<file path="src/rtl/pipe_accum_core.sv">
// rtl/pipe_accum_core.sv - 3-stage (IF/EX/WB) accumulator core with program-load and debug ports.
// Define PIPE_FWD_EN for WB->EX forwarding; otherwise EX stalls one cycle on a WB hazard.
module pipe_accum_core #(
  parameter int DW       = 8,
  parameter int NREG     = 8,
  parameter int DM_DEPTH = 128,
  parameter int IM_DEPTH = 64
) (
  input  logic                        clk,
  input  logic                        rst,
  input  logic                        run,
  input  logic                        imem_we,
  input  logic [$clog2(IM_DEPTH)-1:0] imem_addr,
  input  logic [DW+3:0]               imem_wdata,
  input  logic [DW-1:0]               dbg_sel,
  output logic [DW-1:0]               dbg_reg,
  output logic [DW-1:0]               dbg_dm,
  output logic [$clog2(IM_DEPTH)-1:0] pc,
  output logic [DW-1:0]               acc,
  output logic                        cy,
  output logic                        z,
  output logic                        halted
);
  localparam int IW = DW + 4;
  localparam int PW = $clog2(IM_DEPTH);
  localparam int RW = (NREG > 1) ? $clog2(NREG) : 1;
  localparam int MW = (DM_DEPTH > 1) ? $clog2(DM_DEPTH) : 1;
  localparam logic [IW-1:0] NOP = '0;

  typedef enum logic [3:0] {
    OP_NOP = 4'h0, OP_MVI = 4'h1, OP_MOVAR = 4'h2, OP_MOVRA = 4'h3,
    OP_ADD = 4'h4, OP_SUB = 4'h5, OP_ANA = 4'h6, OP_XRA = 4'h7,
    OP_LDA = 4'h8, OP_STA = 4'h9, OP_INR = 4'hA, OP_JMP = 4'hB,
    OP_JZ  = 4'hC, OP_JC  = 4'hD, OP_ADI = 4'hE, OP_HLT = 4'hF
  } op_e;

  logic [IW-1:0] imem [IM_DEPTH];
  logic [DW-1:0] rf   [NREG];
  logic [DW-1:0] dm   [DM_DEPTH];

  logic [IW-1:0] if_ir;
  logic          wb_rf_we, wb_dm_we;
  logic [RW-1:0] wb_ridx;
  logic [MW-1:0] wb_midx;
  logic [DW-1:0] wb_data;

  op_e           op;
  logic [DW-1:0] f;
  logic [31:0]   f32, sel32;
  logic [RW-1:0] ridx;
  logic [MW-1:0] midx;
  logic [PW-1:0] jtgt;
  logic          match_r, match_m, stall;
  logic [DW-1:0] opnd_r, opnd_m;

  assign op      = op_e'(if_ir[IW-1 -: 4]);
  assign f       = if_ir[DW-1:0];
  assign f32     = 32'(f);
  assign sel32   = 32'(dbg_sel);
  assign ridx    = RW'(f32 % NREG);
  assign midx    = MW'(f32 % DM_DEPTH);
  assign jtgt    = PW'(f32 % IM_DEPTH);
  assign match_r = wb_rf_we && (wb_ridx == ridx);
  assign match_m = wb_dm_we && (wb_midx == midx);
  assign dbg_reg = rf[RW'(sel32 % NREG)];
  assign dbg_dm  = dm[MW'(sel32 % DM_DEPTH)];

`ifdef PIPE_FWD_EN
  assign opnd_r = match_r ? wb_data : rf[ridx];
  assign opnd_m = match_m ? wb_data : dm[midx];
  assign stall  = 1'b0;
`else
  logic reads_r, reads_m;
  assign opnd_r  = rf[ridx];
  assign opnd_m  = dm[midx];
  assign reads_r = op inside {OP_MOVAR, OP_ADD, OP_SUB, OP_ANA, OP_XRA};
  assign reads_m = (op == OP_LDA);
  // The hazarded instruction stays in IF/EX and re-executes once WB has committed.
  assign stall   = (reads_r && match_r) || (reads_m && match_m);
`endif

  logic [DW-1:0] n_acc;
  logic          n_cy, n_z, n_rf_we, n_dm_we, take, hlt;
  logic [DW:0]   ext;

  always_comb begin
    n_acc   = acc;
    n_cy    = cy;
    n_z     = z;
    n_rf_we = 1'b0;
    n_dm_we = 1'b0;
    take    = 1'b0;
    hlt     = 1'b0;
    ext     = '0;
    case (op)
      OP_MVI:   n_acc = f;
      OP_MOVAR: n_acc = opnd_r;
      OP_MOVRA: n_rf_we = 1'b1;
      OP_ADD: begin
        ext   = {1'b0, acc} + {1'b0, opnd_r};
        n_acc = ext[DW-1:0];
        n_cy  = ext[DW];
      end
      OP_SUB: begin
        ext   = {1'b0, acc} - {1'b0, opnd_r};
        n_acc = ext[DW-1:0];
        n_cy  = ext[DW];
      end
      OP_ANA: begin n_acc = acc & opnd_r; n_cy = 1'b0; end
      OP_XRA: begin n_acc = acc ^ opnd_r; n_cy = 1'b0; end
      OP_LDA:   n_acc = opnd_m;
      OP_STA:   n_dm_we = 1'b1;
      OP_INR:   n_acc = acc + 1'b1;
      OP_JMP:   take = 1'b1;
      OP_JZ:    take = z;
      OP_JC:    take = cy;
      OP_ADI: begin
        ext   = {1'b0, acc} + {1'b0, f};
        n_acc = ext[DW-1:0];
        n_cy  = ext[DW];
      end
      OP_HLT:   hlt = 1'b1;
      default:  ;
    endcase
    if (op inside {OP_ADD, OP_SUB, OP_ANA, OP_XRA, OP_INR, OP_ADI})
      n_z = (n_acc == '0);
  end

  always_ff @(posedge clk) begin
    if (rst) begin
      pc       <= '0;
      acc      <= '0;
      cy       <= 1'b0;
      z        <= 1'b0;
      halted   <= 1'b0;
      if_ir    <= NOP;
      wb_rf_we <= 1'b0;
      wb_dm_we <= 1'b0;
      wb_ridx  <= '0;
      wb_midx  <= '0;
      wb_data  <= '0;
    end else if (run) begin
      // WB drains every running cycle; a stall or halt feeds it a bubble.
      if (halted || stall) begin
        wb_rf_we <= 1'b0;
        wb_dm_we <= 1'b0;
      end else begin
        acc      <= n_acc;
        cy       <= n_cy;
        z        <= n_z;
        wb_rf_we <= n_rf_we;
        wb_dm_we <= n_dm_we;
        wb_ridx  <= ridx;
        wb_midx  <= midx;
        wb_data  <= acc;
        if (hlt) begin
          halted <= 1'b1;
          if_ir  <= NOP;
        end else if (take) begin
          pc    <= jtgt;
          if_ir <= NOP;
        end else begin
          if_ir <= imem[pc];
          pc    <= (pc == PW'(IM_DEPTH - 1)) ? '0 : pc + 1'b1;
        end
      end
    end
  end

  always_ff @(posedge clk) begin
    if (rst) begin
      for (int i = 0; i < NREG; i++) rf[i] <= '0;
    end else if (run && wb_rf_we) begin
      rf[wb_ridx] <= wb_data;
    end
  end

  always_ff @(posedge clk) begin
    if (!rst && run && wb_dm_we) dm[wb_midx] <= wb_data;
  end

  always_ff @(posedge clk) begin
    if (imem_we) imem[imem_addr] <= imem_wdata;
  end
endmodule

</file>
<file path="config.mk">
export PLATFORM = sky130hd
export DESIGN_NAME = pipe_accum_core
export DESIGN_NICKNAME = d
export VERILOG_FILES = /design/src/rtl/pipe_accum_core.sv
export SDC_FILE = /design/constraint.sdc
export NUM_CORES = 2
export LEC_CHECK = 0
export CORE_MARGIN = 2
export CORE_UTILIZATION = 35
export DETAILED_ROUTE_END_ITERATION = 10
export SLEW_MARGIN = 25
export SYNTH_ARGS = -nofsm -noshare
export SYNTH_HDL_FRONTEND = slang
export SYNTH_SLANG_ARGS = --single-unit
</file>
<file path="constraint.sdc">
create_clock -name clk -period 6.42 [get_ports clk]
set_clock_uncertainty 0.05 [all_clocks]
set_input_delay 1.284 -clock clk [delete_from_list [all_inputs] [get_ports clk]]
set_output_delay 1.284 -clock clk [all_outputs]
set_load 0.01 [all_outputs]
</file>
==> Word-level counts from Yosys, hierarchy flattened <==
Memory sizes are Yosys's and may differ from the RTL's. A register that Yosys moved wholly into a read port is not among the register bits.
Index checks and enable logic that the tools add are counted.
{ "word_totals": {"reg_bits": 49, "ramBits": 1856, "in_bits": 30, "memories": 3} }
{ "mem_list": {"columns": ["name", "depth", "width", "read_ports", "rd_clocked_by_memory_dff", "wr", "line", "source"], "rows": [
  ["dm", 128, 8, 2, 1, 1, "39", "logic [DW-1:0] dm [DM_DEPTH];"],
  ["imem", 64, 12, 1, 1, 1, "37", "logic [IW-1:0] imem [IM_DEPTH];"],
  ["rf", 8, 8, 2, 1, 8, "38", "logic [DW-1:0] rf [NREG];"]
]} }
{ "op_classes": {"addsub": 5, "n_eq_ne": 18, "mux": 30, "bitwise": 4, "n_reduce_logical": 21} }
{ "op_table": {"columns": ["op", "n"], "rows": [
  ["8-bit one-hot mux with 9 select lines", 1],
  ["4-bit == test (second input constant)", 8],
  ["12-bit two-way mux", 2],
  ["6-bit two-way mux", 4],
  ["8-bit by 8-bit adder with 9-bit output", 2],
  ["4-bit by 3-bit == test with 1-bit output (second input constant)", 4],
  ["1-bit two-way mux", 15],
  ["7-bit two-way mux", 2],
  ["3-bit AND reduction", 4],
  ["3-bit two-way mux", 3],
  ["8-bit by 8-bit subtractor with 9-bit output", 1],
  ["8-bit by 1-bit adder with 8-bit output (second input constant)", 1],
  ["8-bit bitwise AND", 1],
  ["4-bit by 2-bit == test with 1-bit output (second input constant)", 2],
  ["8-bit logical NOT", 1],
  ["8-bit two-way mux", 1],
  ["8-bit OR reduction", 1],
  ["8-bit bitwise XOR", 1],
  ["7-bit == test", 1],
  ["1-bit logical AND", 7],
  ["6-bit by 1-bit adder with 6-bit output (second input constant)", 1],
  ["6-bit == test (second input constant)", 1],
  ["6-bit nonzero test", 1],
  ["5-bit nonzero test", 1],
  ["other kinds (10)", 12]
]} }

==> Logic depth before layout (Yosys ltp) <==
{ "logic_depth": {"ltp_word": 9, "ltp_mapped": 19, "mapped_depth_nobuf": 14} }

==> Worst setup path after synthesis <==
Ideal clock, no wire load.
{ "synth_timing": {"path_kind": "input to output", "start": "input dbg_sel[0]", "end": "output dbg_dm[0]", "arrival_time_ns": 3.938, "required_time_ns": 5.086, "slack_ns": 1.148, "stages": 7, "cell_sequence": "clkbuf_1 > buf_1 > buf_2 > mux4_2 > mux4_2 > mux4_2 > mux2_2"} }
{ "synth_between": {"elab_chain_cells": 1} }
{ "synth_rtl": {"columns": ["item", "line", "source"], "rows": [
  ["from (decl)", "15", "input logic [DW-1:0] dbg_sel,"],
  ["memory read 128 x 8 bit", null, null],
  ["to (decl)", "17", "output logic [DW-1:0] dbg_dm,"]
]} }
Every way passes these cells.

==> Final worst setup path <==
{ "layout_timing": {"start": "input dbg_sel[0]", "end": "output dbg_dm[3]"} }
Same word-level chain as after synthesis.

==> metrics.csv <==
metric;value;unit
run status;finished, final reports clean;
clock tree buffer depth;3;
residual antenna-violating net count after detailed routing;0;
post-synthesis instance area;84600;um^2
CTS Root Cell;clkbuf_16;
total clock buffers created by CTS;199;
number of design-rule violations left by the first detailed-router iteration;5247;
Detail Placement HPWL;147000;um
final-report hold violation count;0;
placed cell area;90000;um^2
worst slew margin relative to its limit;24.8;%
hold slack final;446;ps
max_cap viols;0;
Post-Synthesis Net Count;4182;
maximum number of pins on one net before global-route repair;113;
total wire length after detailed routing;229000;um
fraction of final layout cells sized beyond drive strength 1;34.9;%
GR peak layer;met2;
CTS sink cnt;1915;
sum of negative setup slack;0;ps
final routed wire length divided by cell count;29.9;um
internal reg-to-reg setup slack;1650;ps
worst hold path type;flip-flop to flip-flop;
worst setup slack after layout;489;ps
Nets;4369;
Fmax achieved;169;MHz
synthesized instance count;4122;
fraction of the yosys area taken by sequential cells;67.3;%
clock tree from TritonCTS;built;
number of H-tree levels;4;
Final Max Tran Viols;0;
required time of the critical path;5090;ps
Die Span X;496;um
Cell Pwr Density;289;nW/um^2
Placement Setup Slack;471;ps
clock slew at reported path FFs;60;ps
global-route wire length before repair;329000;um
capturing element type of the critical path;primary output;
Tcrit/Tclk final;92.4;%
number of remaining DRC errors;0;
CP Class;primary input to primary output;
Data arrival, critical path;4600;ps
vias in the first global route;44201;
port bufs;61;
worst ir drop on vdd;282;uV
initial standard-cell utilization of the core;35.2;%
number of buffers inserted by post-CTS setup repair;0;
initial antenna violation count;10;
area of the die;246000;um^2
CP Max Fanout;25;
transition time of the tightest slew-check pin;1120;ps
remaining global-route overflow;0;
Hold Buf Count CTS;0;
number of enable flip-flop cells after synthesis;1856;
category of the worst setup path launch point;primary input;
count of standard-cell rows;180;
Area Growth Syn to Fin;14.5;%
global-route met1 utilization;26.1;%
Primary FF master, synth;edfxtp_1;
count of state elements after synthesis;1915;
Netlist cell types;67;
via count;43740;
final critical delay including setup and external delays;5930;ps
static leakage;30.7;nW
Placer Congestion;0.885;
ports placed on the boundary;63;
vias per cell;5.71;
Core Box Area;240000;um^2
global-route total usage across every layer;18.6;%
cts repair resizes;0;
met2 track demand over resource in global routing;29.8;%
Final setup violation count;0;
synthesized area per cell;20.5;um^2
clock latency on the worst-skew pair;860;ps
Detailed Routing Iterations Pass 1;6;
overall power;28.0;mW
Die Y;496;um
share of synthesized registers carrying an async set or reset;0;%
RSZ-0062 raised after global routing;false;
Yosys warning total;0;
total non-filler cell area in the finished layout;96800;um^2
routing usage on met3;2.85;%
## metal layers
layer / routed length [um] / vias to the layer above / share of wire [%]
met5: 11 / - / 0.0048
met3: 14900 / 359 / 6.5
met2: 111000 / 1755 / 48
met1: 95700 / 23696 / 42
li1: - / 17928 / -
met4: 7920 / 2 / 3.5
## final timing paths
check,start,end,cells past startpoint
min,if_ir[7],if_ir[7],2
max,dbg_sel[0],dbg_dm[3],7
min reg2reg,if_ir[7],if_ir[7],2
max reg2reg,flip-flop,z,11
## flip-flops by register name, indices dropped and copies added, names as in the netlist, 2 cells and up, named ones only
register  flops
acc           8
wb_data       8
wb_midx       5
dm         1024
pc            6
if_ir        12
imem        768
rf           64
wb_ridx       2
## metrics by stage
stage | std cells | util (%)
after detailed placement | 7293 | 37.4
after global placement | 7293 | 37.4
after CTS | 7663 | 40.3
after global routing | 7664 | 40.3
final | 7665 | 40.3
after floorplan | 4122 | -
## report_power, final
group / switching [mW] / internal (mW) / leakage (nW) / total [mW]
clock network: 5.06 / 6.77 / 3.29 / 11.8
logic: 1.26 / 0.967 / 8.89 / 2.23
registers: 0.172 / 13.8 / 18.5 / 13.9
## layout make-up
type                            count  area, um^2
Fill cell                       20991      143000
Multi-Input combinational cell   1898       26500
Inverter                           27         101
Antenna cell                        2        5.00
Sequential cell                  1915       57000
Timing Repair Buffer              268        2500
Tap cell                         3185        3990
Clock buffer                      240        5250
Clock inverter                    130        1550
## cells in the mapped netlist, drive strengths merged (35+ instances only)
cell type	n	area, um^2
a21oi	70	350
and2	66	413
mux4	910	20500
dfxtp	59	1180
nor2	267	1000
nand3	53	265
nand2	129	484
clkbuf	154	578
edfxtp	1856	55700
o21ai	35	175
buf	128	708
## critical path, cell delays in order
cell and delay [ps]:
buf_8 280, buf_4 420, mux4_2 570, mux4_2 540, mux4_2 580, mux2_2 340
clkdlybuf4s50_1 510
## cell families (layout without fill, tap and decap cells)
logic type / after synthesis / in the layout / share of synthesized area, %
buffers and inverters: 309 / 665 / 1.64
XOR/XNOR: 26 / 26 / 0.269
multiplexers: 975 / 975 / 25.1
adder cells (fa/ha/maj): 30 / 30 / 0.470
flip-flops: 1915 / 1915 / 67.3
other: 0 / 2 / 0
AND/OR/NAND/NOR: 644 / 644 / 3.53
AO/OA/AOI/OAI: 223 / 223 / 1.70
## cell usage in the layout (no fill, tap or decap), drive strengths merged, types with 22 or more instances in the layout
cell,instances
nor2b,33
nor3,23
nor2,267
clkbuf,240
clkinv,97
bufinv,22
buf,224
nand2,129
nand3,53
o21ai,35
edfxtp,1856
dfxtp,59
and2,66
a21oi,70
mux2,32
ha,27
mux4,910
inv,32
mux2i,33
clkdlybuf4s50,44
Power figures use the tool's default switching activity.
